File: config.mk
export PLATFORM = sky130hd
export DESIGN_NAME = fetch_unit
export DESIGN_NICKNAME = d
export VERILOG_FILES = /design/src/rtl/cpu_pkg.sv /design/src/rtl/ifid_reg.sv /design/src/rtl/fetch_unit.sv
export SDC_FILE = /design/constraint.sdc
export NUM_CORES = 1
export LEC_CHECK = 0
export ABC_CLOCK_PERIOD_IN_PS = 2500
export BUFFER_PORTS_ARGS = -buffer_cell sky130_fd_sc_hd__buf_4
export CAP_MARGIN = 20
export CORE_MARGIN = 2
export CORE_UTILIZATION = 56
export DETAILED_ROUTE_END_ITERATION = 7
export PLACE_DENSITY_LB_ADDON = 0.1
export SKIP_CTS_REPAIR_TIMING = 1
export SLEW_MARGIN = 20
export SYNTH_ARGS = -nofsm -noshare
export SYNTH_HDL_FRONTEND = slang
export SYNTH_HIERARCHICAL = 1
export SYNTH_SLANG_ARGS = --single-unit
File: constraint.sdc
create_clock -name clk -period 2.5 [get_ports clk]
set_input_delay 0.375 -clock clk [delete_from_list [all_inputs] [get_ports clk]]
set_output_delay 0.375 -clock clk [all_outputs]
set_load 0.05 [all_outputs]
File: src/rtl/cpu_pkg.sv
// rtl/cpu_pkg.sv - shared CPU constants, instruction fields and fetch state enum
package cpu_pkg;

  localparam int WORD_SIZE = 16;
  localparam logic [15:0] BUBBLE_INST = 16'hF008;

  localparam int OPCODE_HI = 15;
  localparam int OPCODE_LO = 12;
  localparam int FUNC_HI   = 5;
  localparam int FUNC_LO   = 0;

  typedef enum logic [1:0] {
    FETCH  = 2'd0,
    HOLD   = 2'd1,
    DROP   = 2'd2,
    HALTED = 2'd3
  } fetch_state_t;

  function automatic logic [3:0] inst_opcode(input logic [15:0] inst);
    return inst[OPCODE_HI:OPCODE_LO];
  endfunction

  function automatic logic [5:0] inst_func(input logic [15:0] inst);
    return inst[FUNC_HI:FUNC_LO];
  endfunction

endpackage

File: src/rtl/ifid_reg.sv
// rtl/ifid_reg.sv - IF/ID pipeline register with load, hold and bubble controls
module ifid_reg
  import cpu_pkg::*;
(
  input  logic        clk,
  input  logic        reset_n,
  input  logic        load,
  input  logic        bubble,
  input  logic [15:0] load_inst,
  input  logic [15:0] load_pc_next,
  output logic        valid,
  output logic [15:0] inst,
  output logic [15:0] pc_next
);

  // bubble wins over load; neither asserted means hold
  always_ff @(posedge clk) begin
    if (!reset_n) begin
      valid   <= 1'b0;
      inst    <= BUBBLE_INST;
      pc_next <= 16'h0000;
    end else if (bubble) begin
      valid   <= 1'b0;
      inst    <= BUBBLE_INST;
      pc_next <= 16'h0000;
    end else if (load) begin
      valid   <= 1'b1;
      inst    <= load_inst;
      pc_next <= load_pc_next;
    end
  end

endmodule

File: src/rtl/fetch_unit.sv
// rtl/fetch_unit.sv - PC, instruction memory handshake and IF/ID (optional FETCH_COUNT_EN)
module fetch_unit #(
  parameter int          WORD_SIZE = 16,
  parameter logic [15:0] RESET_PC  = 16'h0000
) (
  input  logic                 clk,
  input  logic                 reset_n,
  output logic                 i_readM,
  output logic [WORD_SIZE-1:0] i_address,
  input  logic [WORD_SIZE-1:0] i_data,
  input  logic                 i_ready,
  input  logic                 stall,
  input  logic                 redirect,
  input  logic [WORD_SIZE-1:0] redirect_pc,
  input  logic                 halt,
  output logic                 ifid_valid,
  output logic [WORD_SIZE-1:0] ifid_inst,
  output logic [WORD_SIZE-1:0] ifid_pc_next,
  output logic [3:0]           opcode,
`ifdef FETCH_COUNT_EN
  output logic [5:0]           func_code,
  output logic [15:0]          fetch_count
`else
  output logic [5:0]           func_code
`endif
);

  import cpu_pkg::*;

  fetch_state_t state, state_n;
  logic [15:0]  pc, pc_n, pc_plus1;
  logic [15:0]  saved_pc, saved_pc_n;
  logic [15:0]  skid, skid_n;
  logic         halt_wait, halt_wait_n;
  logic         ld, bub;
  logic [15:0]  ld_inst;

  assign pc_plus1  = pc + 16'd1;
  assign i_address = pc;
  // the address stays at pc while DROP/HALTED drain the old request
  assign i_readM   = reset_n & ((state == FETCH) | (state == DROP) |
                                ((state == HALTED) & halt_wait));

  always_comb begin
    state_n     = state;
    pc_n        = pc;
    saved_pc_n  = saved_pc;
    skid_n      = skid;
    halt_wait_n = halt_wait;
    ld          = 1'b0;
    bub         = 1'b0;
    ld_inst     = i_data;
    case (state)
      FETCH: begin
        if (redirect) begin
          bub = 1'b1;
          if (i_ready) pc_n = redirect_pc;
          else begin
            saved_pc_n = redirect_pc;
            state_n    = DROP;
          end
        end else if (halt) begin
          bub         = 1'b1;
          state_n     = HALTED;
          halt_wait_n = ~i_ready;
        end else if (i_ready) begin
          if (!stall) begin
            ld   = 1'b1;
            pc_n = pc_plus1;
          end else begin
            skid_n  = i_data;
            state_n = HOLD;
          end
        end else if (!stall) begin
          bub = 1'b1;
        end
      end
      HOLD: begin
        if (redirect) begin
          bub     = 1'b1;
          pc_n    = redirect_pc;
          state_n = FETCH;
        end else if (halt) begin
          bub         = 1'b1;
          state_n     = HALTED;
          halt_wait_n = 1'b0;
        end else if (!stall) begin
          ld      = 1'b1;
          ld_inst = skid;
          pc_n    = pc_plus1;
          state_n = FETCH;
        end
      end
      DROP: begin
        if (redirect) begin
          bub        = 1'b1;
          saved_pc_n = redirect_pc;
          if (i_ready) begin
            pc_n    = redirect_pc;
            state_n = FETCH;
          end
        end else if (halt) begin
          bub         = 1'b1;
          state_n     = HALTED;
          halt_wait_n = ~i_ready;
        end else begin
          bub = ~stall;
          if (i_ready) begin
            pc_n    = saved_pc;
            state_n = FETCH;
          end
        end
      end
      HALTED: begin
        bub         = 1'b1;
        halt_wait_n = halt_wait & ~i_ready;
      end
      default: state_n = FETCH;
    endcase
  end

  always_ff @(posedge clk) begin
    if (!reset_n) begin
      state     <= FETCH;
      pc        <= RESET_PC;
      saved_pc  <= 16'h0000;
      skid      <= 16'h0000;
      halt_wait <= 1'b0;
    end else begin
      state     <= state_n;
      pc        <= pc_n;
      saved_pc  <= saved_pc_n;
      skid      <= skid_n;
      halt_wait <= halt_wait_n;
    end
  end

  ifid_reg u_ifid_reg (
    .clk          (clk),
    .reset_n      (reset_n),
    .load         (ld),
    .bubble       (bub),
    .load_inst    (ld_inst),
    .load_pc_next (pc_plus1),
    .valid        (ifid_valid),
    .inst         (ifid_inst),
    .pc_next      (ifid_pc_next)
  );

  assign opcode    = inst_opcode(ifid_inst);
  assign func_code = inst_func(ifid_inst);

`ifdef FETCH_COUNT_EN
  always_ff @(posedge clk) begin
    if (!reset_n) fetch_count <= 16'h0000;
    else if (ld)  fetch_count <= fetch_count + 16'd1;
  end
`endif

endmodule

==> results.sh <==
export IMPL_synth_compound_area_share=0.162
export IMPL_drive_gt1_frac=0.270
export IMPL_area_growth_pct=16.8
export IMPL_cts_tree="built"
export IMPL_coreArea_um2=9150
export IMPL_post_synth_top_count_cell="dfxtp_1"
export IMPL_wl_met2_um=6790
export IMPL_pwr_share_seq=0.377
export IMPL_p_sw_uw=1650
export IMPL_total_power_uw=4180
export IMPL_grt_pass1_vias=4529
export IMPL_avgSynthCellArea_um2=8.63
export IMPL_peakVddDrop_mv=0.514
export IMPL_path_class="flip-flop to output port"
export IMPL_slew_headroom=0.598
export IMPL_highest_layer="met4"
export IMPL_route_detailed_drc=0
export IMPL_final_hold_viol_count=0
export IMPL_die_x_um=101
export IMPL_synth_edf_count=0
export IMPL_wirelength_um=14000
export IMPL_gp_congestion=0.921
export IMPL_final_area_um2=6140
export IMPL_num_io_pins=98
export IMPL_netlist_area_leader_share=0.320
export IMPL_h_tree_depth=3
export IMPL_synth_commonest_cells="dfxtp_1, mux2i_1, nand2_1"
export IMPL_grt_pass1_wl_um=22700
export IMPL_synth_seq_area_share=0.320
export IMPL_final_util=0.671
export IMPL_detail_route_wl_per_cell_um=17.7
export IMPL_gr_total_overflow=0
export IMPL_ys_ff_latch=84
export IMPL_regToRegSetupSlack_ns=0.22
export IMPL_root_buffer="clkbuf_8"
export IMPL_crit_fanout=8
export IMPL_final_nets=720
export IMPL_hp_class="input pin to flip-flop"
export IMPL_r2r_end="i_address[6]"
export IMPL_row_count=35
export IMPL_antenna_found_initial=0
export IMPL_yosys_warnings=6
export IMPL_power_density_nw_per_um2=682
export IMPL_cp_endpoint="i_readM"
export IMPL_crit_reg2reg_launch="state[1]"
export IMPL_setup_viol_count_final=0
export IMPL_min_period_ns=2.34
export IMPL_finalCritPeriodShare=0.936
export IMPL_intPower_uw=2540
export IMPL_setup_tns_final_ns=0
export IMPL_synth_top_family_by_area="simple AND/OR/NAND/NOR gates"
export IMPL_synth_adder_area_share=0.0143
export IMPL_ff2ff_path_depth=6
export IMPL_status="complete, no violations"
export IMPL_die_h_um=101
export IMPL_async_reset_ff_frac=0
export IMPL_portBuffers=97
export IMPL_startpoint_type="flip-flop"
export IMPL_synthFlopType="dfxtp_1"
export IMPL_yosysTopAreaCell="dfxtp_1"
export IMPL_cp_required_ns=2.12
export IMPL_critPathLaunch="state[1]"
export IMPL_tightestPinTransition_ns=0.597
export IMPL_wl_met1_um=6100
export IMPL_track_usage=0.281
export IMPL_dr_wl_met3_um=921
export IMPL_syn_area_um2=5260
export IMPL_clk_path_buf_depth=2
export IMPL_worst_ep_arrival_time_ns=1.96
export IMPL_clock_power_share=0.249
export IMPL_yosys_area_share_simple=0.208
export IMPL_synth_net_count=653
export IMPL_drv_slew=0
export IMPL_drtAntennaViolNets=0
export IMPL_cap_violations=0
export IMPL_cp_end_kind="output port"
export IMPL_hpwlAfterDp_um=9930
export IMPL_leakage_uw=0.00245
export IMPL_timing_fmax_mhz=428
export IMPL_synth_cell_types=68
export IMPL_n_antenna_cell=0
export IMPL_synth_cells=609
export IMPL_synth_xor_area_share=0.0383
export IMPL_rsz0062_at_grt="no"
export IMPL_dr_first_iter_drc_count=295
export IMPL_routed_via_density=6.02
export IMPL_clkLatencyLatePin_ns=0.37
export IMPL_cts_buffers=9
export IMPL_vias=4771
export IMPL_dieArea_um2=10200
export IMPL_placed_area_um2=5930
export IMPL_clock_skew_ns=0.00780
export IMPL_synth_area_leaders="dfxtp_1, mux2i_1, nand2_1"
export IMPL_power_frac_comb=0.374
export IMPL_cts_sinks=84
export IMPL_synthMuxAreaShare=0.171
export IMPL_swShare=0.394
export IMPL_cts_clk_slew_worst_paths_ns=0.09
export IMPL_start_util=0.574
export IMPL_drt_pass1_iterations=5
export IMPL_grt_max_degree=56
[worst min-delay path by stage]
stage	start	endpoint	slack, ns	cells past startpoint
after detailed placement	skid[14]	skid[14]	0.45	2
after global placement	skid[14]	skid[14]	0.44	2
final	i_data[14]	skid[14]	0.26	3
after floorplan	skid[14]	skid[14]	0.43	2
after global routing	i_data[6]	skid[6]	0.26	3
after CTS	i_data[14]	skid[14]	0.25	3
[through the flow]
stage | std cells | hold slack, ns | setup slack [ns]
2_1_floorplan | 609 | 0.432 | 0.383
3_3_place_gp | 776 | 0.436 | 0.188
3_5_place_dp | 776 | 0.453 | 0.109
4_1_cts | 792 | 0.248 | 0.0945
5_1_grt | 792 | 0.258 | 0.0206
6_report | 792 | 0.256 | 0.161
[per-layer routing]
layer,vias to the layer above,global-route usage
met3,26,0.0409
met1,2272,0.365
met4,0,0.0822
met5,-,0
li1,2275,-
met2,198,0.483
[registers in the layout, indices dropped and copies added (netlist names)]
| signal | count |
|---|---|
| i_address | 16 |
| saved_pc | 16 |
| skid | 16 |
| u_ifid_reg/inst | 16 |
| u_ifid_reg/pc_next | 16 |
| state | 2 |
| halt_wait | 1 |
| u_ifid_reg/valid | 1 |
[power groups by stage]
stage                     Clock, µW  Sequential [µW]  Combinational [µW]
final                          1040             1580                1560
after global routing           1110             1590                1690
after CTS                      1060             1570                1550
after detailed placement          0             1600                1550
after global placement            0             1600                1520
after floorplan                   0             1710                 993
[cell families after synthesis]
group,after synthesis
AOI/OAI and AO/OA,120
adders and majority gates,6
and+or+nand+nor,212
muxes,87
buffers and inverters,77
xor gates and xnor gates,23
DFF,84
[placed cells by master (no fill, tap or decap), types with 3 or more instances in the layout]
cell      count
nand2_1      61
inv_1         6
buf_4       126
mux2_1        4
a21boi_1      5
a221oi_1      3
nand4_1       5
nor2_1       49
nand3_1      23
ha_1          6
a32o_1        3
xnor2_1      11
nor2b_1      25
nand3b_1      4
o21a_1        4
nand4b_1      4
a21boi_0     17
xor2_1       12
o21ai_1       5
a31oi_1       4
mux2i_1      64
o211ai_1      9
or2_2         4
inv_6         3
mux2_2       19
nor3_1        9
a21oi_1      24
a211oi_1      5
nor4_1        6
dfxtp_1      83
clkbuf_8      9
a22oi_1       3
o21ai_0      19
[final cells by class]
| type | instances | area (µm²) |
|---|---|---|
| multi-input combinational | 448 | 3120 |
| fill | 792 | 3010 |
| sequential | 84 | 1680 |
| timing repair buffer | 127 | 966 |
| tap | 111 | 139 |
| clock buffer | 9 | 124 |
| clock inverter | 7 | 81.3 |
| inverter | 6 | 22.5 |
[critical path: stages, from the launching register on]
cell and delay, ns:
dfxtp_1 0.38, inv_1 0.09, ha_1 0.29, or2_2 0.37, a21oi_1 0.20, nor2b_1 0.07, buf_4 0.19
Note: power is estimated with default switching activity, not from simulation.
